===== config.mk =====
export PLATFORM = sky130hd
export DESIGN_NAME = pes_reverse_pipe_flat
export DESIGN_NICKNAME = d
export VERILOG_FILES = /design/src/rtl/pes_reverse_pipe_if.sv /design/src/rtl/pes_reverse_pipe.sv /design/src/flat_wrapper.sv
export SDC_FILE = /design/constraint.sdc
export NUM_CORES = 1
export LEC_CHECK = 0
export CAP_MARGIN = 25
export CELL_PAD_IN_SITES_DETAIL_PLACEMENT = 1
export CELL_PAD_IN_SITES_GLOBAL_PLACEMENT = 2
export CORE_MARGIN = 2
export CORE_UTILIZATION = 30
export DETAILED_ROUTE_END_ITERATION = 16
export PLACE_DENSITY_LB_ADDON = 0.3
export SYNTH_ARGS = -nofsm -noshare
export SYNTH_HDL_FRONTEND = slang
export SYNTH_SLANG_ARGS = --single-unit

===== constraint.sdc =====
create_clock -name clk -period 3.49 [get_ports clk]
set_clock_uncertainty 0.15 [all_clocks]
set_input_delay 0.8725 -clock clk [delete_from_list [all_inputs] [get_ports clk]]
set_output_delay 0.8725 -clock clk [all_outputs]
set_load 0.02 [all_outputs]

===== src/rtl/pes_reverse_pipe_if.sv =====
// Valid/ready stream bundle for pes_reverse_pipe: input word with its transform
// mode on one side, transformed word on the other.
interface pes_reverse_pipe_if #(
  parameter int WIDTH = 16
);
  logic             in_valid;
  logic             in_ready;
  logic [WIDTH-1:0] in_data;
  logic [1:0]       in_mode;
  logic             out_valid;
  logic             out_ready;
  logic [WIDTH-1:0] out_data;

  modport master (
    output in_valid, in_data, in_mode, out_ready,
    input  in_ready, out_valid, out_data
  );

  modport slave (
    input  in_valid, in_data, in_mode, out_ready,
    output in_ready, out_valid, out_data
  );
endinterface


===== src/rtl/pes_reverse_pipe.sv =====
// Bit/group reversal applied on input transfer, held in a 2-entry in-order
// buffer whose head drives the output straight from registers.
module pes_reverse_pipe #(
  parameter int WIDTH = 16,
  parameter int GROUP = 8,
  parameter int CNT_W = 16
) (
  input  logic             clk,
  input  logic             nrst,
  pes_reverse_pipe_if.slave bus,
  output logic [CNT_W-1:0] xfer_cnt
);

  if (WIDTH < 2 || GROUP < 1 || (WIDTH % GROUP) != 0) begin : g_bad_params
    $error("pes_reverse_pipe: illegal WIDTH=%0d / GROUP=%0d", WIDTH, GROUP);
  end

  localparam int NGRP = WIDTH / GROUP;

  function automatic logic [WIDTH-1:0] xform(input logic [WIDTH-1:0] d,
                                             input logic [1:0]       m);
    logic [WIDTH-1:0] r;
    r = d;
    case (m)
      2'd1: for (int i = 0; i < WIDTH; i++) r[i] = d[WIDTH-1-i];
      2'd2: for (int k = 0; k < NGRP; k++) r[(NGRP-1-k)*GROUP +: GROUP] = d[k*GROUP +: GROUP];
      2'd3: for (int k = 0; k < NGRP; k++)
              for (int j = 0; j < GROUP; j++) r[k*GROUP+j] = d[k*GROUP+GROUP-1-j];
      default: r = d;
    endcase
    return r;
  endfunction

  logic [1:0]       cnt_p1;
  logic             vld_p1;
  logic [WIDTH-1:0] head_p1;
  logic [WIDTH-1:0] tail_p1;
  logic [WIDTH-1:0] xf_p0;
  logic             push;
  logic             pop;

  // Stage p0: transform on the way in; ready depends only on occupancy and reset
  assign xf_p0        = xform(bus.in_data, bus.in_mode);
  assign bus.in_ready = nrst && (cnt_p1 != 2'd2);
  assign push         = bus.in_valid && bus.in_ready;
  assign pop          = vld_p1 && bus.out_ready;

  // Stage p1: storage; push and pop together can only happen at occupancy 1
  always_ff @(posedge clk) begin
    if (!nrst) begin
      cnt_p1   <= 2'd0;
      vld_p1   <= 1'b0;
      head_p1  <= '0;
      tail_p1  <= '0;
      xfer_cnt <= '0;
    end else begin
      if (pop) xfer_cnt <= xfer_cnt + CNT_W'(1);
      case ({push, pop})
        2'b10: begin
          if (cnt_p1 == 2'd0) head_p1 <= xf_p0;
          else                tail_p1 <= xf_p0;
          cnt_p1 <= cnt_p1 + 2'd1;
          vld_p1 <= 1'b1;
        end
        2'b01: begin
          if (cnt_p1 == 2'd2) head_p1 <= tail_p1;
          cnt_p1 <= cnt_p1 - 2'd1;
          vld_p1 <= (cnt_p1 == 2'd2);
        end
        2'b11: head_p1 <= xf_p0;
        default: ;
      endcase
    end
  end

  assign bus.out_valid = vld_p1;
  assign bus.out_data  = head_p1;

endmodule


===== src/flat_wrapper.sv =====
// flat-port wrapper written by rule: the top's interface ports become plain ports
module pes_reverse_pipe_flat 
#(
  parameter int WIDTH = 16,
  parameter int GROUP = 8,
  parameter int CNT_W = 16
)
  (clk, nrst, xfer_cnt, bus_in_valid, bus_in_data, bus_in_mode, bus_out_ready, bus_in_ready, bus_out_valid, bus_out_data);
  pes_reverse_pipe_if #(.WIDTH(WIDTH)) bus_i ();
  input  logic clk;
  input  logic nrst;
  output logic [CNT_W-1:0] xfer_cnt;
  input wire logic [$bits(bus_i.in_valid)-1:0] bus_in_valid;
  input wire logic [$bits(bus_i.in_data)-1:0] bus_in_data;
  input wire logic [$bits(bus_i.in_mode)-1:0] bus_in_mode;
  input wire logic [$bits(bus_i.out_ready)-1:0] bus_out_ready;
  output wire logic [$bits(bus_i.in_ready)-1:0] bus_in_ready;
  output wire logic [$bits(bus_i.out_valid)-1:0] bus_out_valid;
  output wire logic [$bits(bus_i.out_data)-1:0] bus_out_data;
  assign bus_i.in_valid = bus_in_valid;
  assign bus_i.in_data = bus_in_data;
  assign bus_i.in_mode = bus_in_mode;
  assign bus_i.out_ready = bus_out_ready;
  assign bus_in_ready = bus_i.in_ready;
  assign bus_out_valid = bus_i.out_valid;
  assign bus_out_data = bus_i.out_data;
  pes_reverse_pipe #(.WIDTH(WIDTH), .GROUP(GROUP), .CNT_W(CNT_W)) u_core (.clk(clk), .nrst(nrst), .bus(bus_i), .xfer_cnt(xfer_cnt));
endmodule

==> results.json, run 1 <==
{
  "power_w": 0.00139,
  "ys_seq_elements": 51,
  "ctsHtreeMaxLevel": 2,
  "coreArea_um2": 8180,
  "power.leakage_nw": 1.11,
  "cp-start-kind": "input port",
  "holdBufCountCts": 0,
  "synth.cell_area_um2": 2520,
  "routed_wirelength_um": 6420,
  "postCtsSetupBuffers": 0,
  "netlist_instances": 268,
  "cts-root-buf": "clkbuf_8",
  "clkPwrFrac": 0.251,
  "wire_per_inst_um": 14.9,
  "slew_viol_final": 0,
  "outcome": "completed",
  "p_sw_w": 0.000432,
  "crit_arrival_ns": 2.19,
  "start_util": 0.309,
  "nets": 350,
  "seqPwrFrac": 0.477,
  "numClockSinks": 51,
  "ant_nets": 0,
  "drive_above_1_share": 0.120,
  "fillers": 956,
  "max_freq_ghz": 0.312,
  "die_w_um": 95.7,
  "syn_to_final_growth_pct": 31.5,
  "hold-worst-slack_ns": 0.312,
  "cts.clk_slew.worst_paths_ns": 0.10,
  "path_class": "in -> out",
  "min-delay-start": "u_core.tail_p1[15]$_SDFFE_PN0P_",
  "clkLatencyLatePin_ns": 0.30,
  "die_area_um2": 9160,
  "io_pins": 56,
  "grt.total_usage": 0.149,
  "yosysWarnings": 0,
  "post-dp-hpwl_um": 4820,
  "grt_pass1_vias": 2170,
  "period_needed_ns": 3.21,
  "maxCapViolCount": 0,
  "rsz0062_at_grt": "no",
  "p_comb_frac": 0.272,
  "endpoint_kind": "output pin",
  "cp_max_fo": 2,
  "portBuffers": 55,
  "hp-class": "reg -> reg",
  "vias": 2182,
  "cts_inserted_buffers": 5,
  "async_reset_ff_frac": 0,
  "worstPathRequired_ns": 2.47,
  "clock_path_buffers": 2,
  "synth_fp_nets": 294,
  "rows": 33,
  "cts_resized": 0,
  "critical_path.startpoint": "nrst",
  "n_antenna_cell": 0,
  "relSlewSlack": 0.794,
  "first_pass_iters": 4,
  "timing.rr.start": "u_core.cnt_p1[0]$_SDFFE_PN0P_",
  "p_sw_frac": 0.310,
  "gp_congestion": 0.782,
  "ys_seq_area_frac": 0.405,
  "postSynthAreaPerCell_um2": 9.42,
  "drt_drc_violations_left": 0,
  "synth_edf_count": 0,
  "period_share": 0.919,
  "overflow": 0,
  "grt_pass1_wl_um": 10500,
  "grt_max_degree": 33,
  "finalSetupViolations": 0,
  "power.density_nw_per_um2": 420,
  "fp.dieH_um": 95.7,
  "cts_tree": "built",
  "antenna_found_initial": 0,
  "setup_tns_ns": 0,
  "hold_viol": 0,
  "p_int_w": 0.000960,
  "via_per_inst": 5.07,
  "initialDrtViolationCount": 40,
  "ys_types": 35,
  "synth_ff_type": "dfxtp_1",
  "worst_pin_slew_ns": 0.307,
  "irDropWorstVdd_mv": 0.152
}
area by class of cell:
class                   count  area [um2]  share of cell area
multi-input cells         196        1420               0.427
flip-flops and latches     51        1020               0.308
repair buffers             66         646               0.195
well taps                 105         131              0.0396
clock buffers               5        68.8              0.0207
clock inverters             3        18.8             0.00566
inverters                   4        15.0             0.00452
layer usage:
metal | global-route usage | up-vias | share of wire
li1 | - | 1072 | -
met1 | 0.187 | 1061 | 0.45
met2 | 0.258 | 45 | 0.50
met3 | 0.0345 | 4 | 0.044
met4 | 0.0357 | 0 | 0.0069
met5 | 0 | - | 0
placed cells by master (no fill, tap or decap), types with 2 or more instances in the layout:
| master | synthesis | routed |
|---|---|---|
| or3_1 | 5 | 5 |
| clkinv_2 | 0 | 2 |
| nand3_1 | 4 | 4 |
| xor2_1 | 7 | 7 |
| or4_1 | 2 | 2 |
| nor3_1 | 2 | 2 |
| nor2_1 | 12 | 12 |
| ha_1 | 4 | 4 |
| clkdlybuf4s50_1 | 0 | 55 |
| a21oi_1 | 38 | 38 |
| or2_1 | 2 | 2 |
| nand2_1 | 45 | 45 |
| buf_4 | 0 | 10 |
| xnor2_1 | 5 | 5 |
| dfxtp_1 | 51 | 51 |
| nor4_1 | 2 | 2 |
| o21ai_0 | 19 | 19 |
| clkbuf_8 | 0 | 5 |
| nand4_1 | 3 | 3 |
| mux2i_1 | 16 | 16 |
| o21ai_1 | 2 | 2 |
| o31ai_1 | 2 | 2 |
| inv_1 | 3 | 3 |
| mux4_2 | 16 | 16 |
synth_stat cells (3+ instances only):
library cell	number	area, um2
dfxtp_1	51	1020
nand2_1	45	169
a21oi_1	38	190
o21ai_0	19	95.1
mux2i_1	16	160
mux4_2	16	360
nor2_1	12	45.0
clkbuf_1	8	30.0
xor2_1	7	61.3
buf_2	6	30.0
or3_1	5	31.3
xnor2_1	5	43.8
ha_1	4	50.1
nand3_1	4	20.0
inv_1	3	11.3
nand4_1	3	18.8
path summary, 6_finish.rpt:
path	endpoint	slack, ns	depth (start not counted)
worst min-delay path	u_core.tail_p1[15]$_SDFFE_PN0P_	0.31	2
worst max-delay path	bus_in_ready	0.28	3
worst max register to register	u_core.bus.out_data[10]$_SDFFE_PN0P_	1.09	9
worst min register to register	u_core.tail_p1[15]$_SDFFE_PN0P_	0.31	2
registers in the layout, indices dropped and copies added, names as in the netlist:
register,flops
u_core.bus.out_data,16
u_core.bus.out_valid,1
u_core.cnt_p1,2
u_core.tail_p1,16
u_core.xfer_cnt,16
stage by stage:
step	setup WS, ns	area [um2]	instances	util
4_1_cts	0.252	3320	430	0.406
3_5_place_dp	0.253	3230	422	0.395
6_report	0.282	3320	430	0.406
5_1_grt	0.230	3320	430	0.406
2_1_floorplan	0.486	2520	268	-
3_3_place_gp	0.279	3230	422	0.395
cell families after synthesis:
| logic type | count (synthesis) | share of synthesized area |
|---|---|---|
| and+or+nand+nor | 82 | 0.150 |
| AOI/OAI and AO/OA | 65 | 0.136 |
| DFF | 51 | 0.405 |
| muxes | 33 | 0.211 |
| buffers and inverters | 21 | 0.0372 |
| xor gates and xnor gates | 12 | 0.0416 |
| adders and majority gates | 4 | 0.0198 |
power by group through the flow:
stage | registers (W) | logic, W | clock network, W
6_report | 0.000665 | 0.000378 | 0.000349
5_1_grt | 0.000672 | 0.000418 | 0.000391
4_1_cts | 0.000666 | 0.000387 | 0.000370
3_5_place_dp | 0.000679 | 0.000386 | 0
3_3_place_gp | 0.000676 | 0.000378 | 0
2_1_floorplan | 0.000720 | 0.000168 | 0
worst max-delay path, cell delays in order:
cell,delay [ns]
clkdlybuf4s50_1,0.51
and2_1,0.18
clkdlybuf4s50_1,0.62
Note: power is estimated with default switching activity, not from simulation.
==> run 2: changes to the inputs <==
--- a/config.mk
+++ b/config.mk
@@ -12,6 +12,7 @@
 export CORE_UTILIZATION = 30
 export DETAILED_ROUTE_END_ITERATION = 16
 export PLACE_DENSITY_LB_ADDON = 0.3
+export SLEW_MARGIN = 15
 export SYNTH_ARGS = -nofsm -noshare
 export SYNTH_HDL_FRONTEND = slang
 export SYNTH_SLANG_ARGS = --single-unit
==> results of run 2 <==
No change in the layout: final DEF, timing and power equal those of run 1.
==> run 3: changes to the inputs <==
--- a/config.mk
+++ b/config.mk
@@ -11,6 +11,7 @@
 export CORE_MARGIN = 2
 export CORE_UTILIZATION = 30
 export DETAILED_ROUTE_END_ITERATION = 16
+export MAX_ROUTING_LAYER = met4
 export PLACE_DENSITY_LB_ADDON = 0.3
 export SLEW_MARGIN = 15
 export SYNTH_ARGS = -nofsm -noshare
==> run 3 against run 2 <==
Final cell count unchanged. Die area unchanged. Sequential cell count unchanged. Count of clock-buffer cells in the layout unchanged. Critical endpoint unchanged. Sequential share of layout area stayed put. First-iteration DRC count is 5.0% lower. Fmax stayed put. Hold slack is essentially flat. Non-clock buffer count is the same.
==> results.json, run 3 (synthesis results as in run 1) <==
{
  "worstReg2RegEnd": "u_core.bus.out_data[2]$_SDFFE_PN0P_",
  "die_w_um": 95.7,
  "holdPathStages": 2,
  "fin_util": 0.406,
  "layout_common_cells": "55 x clkdlybuf4s50_1, 51 x dfxtp_1, 45 x nand2_1, 38 x a21oi_1, 19 x o21ai_0",
  "cts_inserted_buffers": 5,
  "die_area_um2": 9160,
  "power.leakage_nw": 1.11,
  "r2r_slack_ns": 1.09,
  "fp.dieH_um": 95.7,
  "worst_pin_slew_ns": 0.307,
  "min_to": "u_core.tail_p1[15]$_SDFFE_PN0P_",
  "cts.clk_slew.worst_paths_ns": 0.10,
  "hold_viol": 0,
  "gp_congestion": 0.793,
  "slew_viol_final": 0,
  "routed_wirelength_um": 6420,
  "nets": 350,
  "finalSetupViolations": 0,
  "cts-root-buf": "clkbuf_8",
  "vias": 2183,
  "hp-class": "reg -> reg",
  "grt_max_degree": 33,
  "n_antenna_cell": 0,
  "critPathSlowestCell": "clkdlybuf4s50_1",
  "postPlaceCellArea_um2": 3230,
  "grt_pass1_wl_um": 10600,
  "layout_commonest_cell": "clkdlybuf4s50_1",
  "holdBufCountCts": 0,
  "cpMostUsedCell": "clkdlybuf4s50_1",
  "layoutNonFillerInstCount": 430,
  "wire_per_inst_um": 14.9,
  "syn_to_final_growth_pct": 31.5,
  "via_per_inst": 5.08,
  "numClockSinks": 51,
  "coreArea_um2": 8180,
  "period_share": 0.919,
  "period_needed_ns": 3.21,
  "initialDrtViolationCount": 38,
  "rsz0062_at_grt": "no",
  "cp-start-kind": "input port",
  "clkLatencyLatePin_ns": 0.30,
  "min-delay-start": "u_core.tail_p1[15]$_SDFFE_PN0P_",
  "timing.rr.start": "u_core.cnt_p1[0]$_SDFFE_PN0P_",
  "rows": 33,
  "overflow": 0,
  "postCtsSetupBuffers": 0,
  "ant_nets": 0,
  "drt_drc_violations_left": 0,
  "stdcell_area_um2": 3320,
  "outcome": "completed",
  "antenna_found_initial": 0,
  "grtUsageMet3": 0.0329,
  "drive_above_1_share": 0.120,
  "path_class": "in -> out",
  "grt_pass1_vias": 2168,
  "grt.total_usage": 0.153,
  "max_freq_ghz": 0.312,
  "grt_use_met2": 0.258,
  "power.density_nw_per_um2": 419,
  "maxCapViolCount": 0,
  "irDropWorstVdd_mv": 0.152,
  "endpoint_kind": "output pin",
  "start_util": 0.309,
  "crit_chain": "clkdlybuf4s50_1 -> and2_1 -> clkdlybuf4s50_1",
  "cts_tree": "built",
  "cp_slowest_stage_delay_ns": 0.62,
  "crit_arrival_ns": 2.19,
  "gr-usage-met1": 0.189,
  "dp_cells": 422,
  "cp_max_fo": 2,
  "setup_tns_ns": 0,
  "post-dp-hpwl_um": 4820,
  "io_pins": 56,
  "first_pass_iters": 4,
  "portBuffers": 55,
  "clock_path_buffers": 2,
  "ctsHtreeMaxLevel": 2,
  "worstPathRequired_ns": 2.47,
  "rr_worst_depth": 9,
  "cts_resized": 0,
  "relSlewSlack": 0.794,
  "busiest_layer": "met2"
}
run 3: cell counts in the layout (fill, tap and decap cells not counted):
No cell type changed its count.
run 3: routing by layer:
layer | share of wire | wire length [um] | up-vias
met5 | 0 | 0 | -
met4 | 0.0069 | 44 | 0
met3 | 0.042 | 269 | 4
met2 | 0.50 | 3190 | 45
met1 | 0.45 | 2910 | 1062
li1 | - | - | 1072
run 3: cell type report:
cell class,instances,area [um2]
Fill cell,956,4860
Multi-Input combinational cell,196,1420
Sequential cell,51,1020
Timing Repair Buffer,66,646
Tap cell,105,131
Clock buffer,5,68.8
Clock inverter,3,18.8
Inverter,4,15.0
run 3: worst max-delay path by stage:
| stage | from | to | slack [ns] | cells after the start |
|---|---|---|---|---|
| floorplan | nrst | u_core.bus.out_data[10]$_SDFFE_PN0P_ | 0.49 | 9 |
| global placement | nrst | bus_in_ready | 0.28 | 3 |
| detailed placement | nrst | bus_in_ready | 0.25 | 3 |
| CTS | nrst | bus_in_ready | 0.25 | 3 |
| global route | nrst | bus_in_ready | 0.23 | 3 |
| finish | nrst | bus_in_ready | 0.28 | 3 |
run 3: critical path: cells and delay by family:
| family | cells | cell delay (ns) |
|---|---|---|
| buffers and inverters | 2 | 1.13 |
| AND/OR/NAND/NOR | 1 | 0.18 |
run 3: where the power goes:
| part | internal, W | switching (W) |
|---|---|---|
| Clock | 0.000142 | 0.000207 |
| Sequential | 0.000633 | 0.0000320 |
| Combinational | 0.000186 | 0.000193 |
run 3: per-stage QoR:
step,setup slack [ns],total power [W],hold WS (ns)
4_1_cts,0.252,0.00142,0.316
5_1_grt,0.230,0.00148,0.333
2_1_floorplan,0.486,0.000888,0.286
3_3_place_gp,0.279,0.00105,0.291
6_report,0.282,0.00139,0.312
3_5_place_dp,0.253,0.00106,0.301
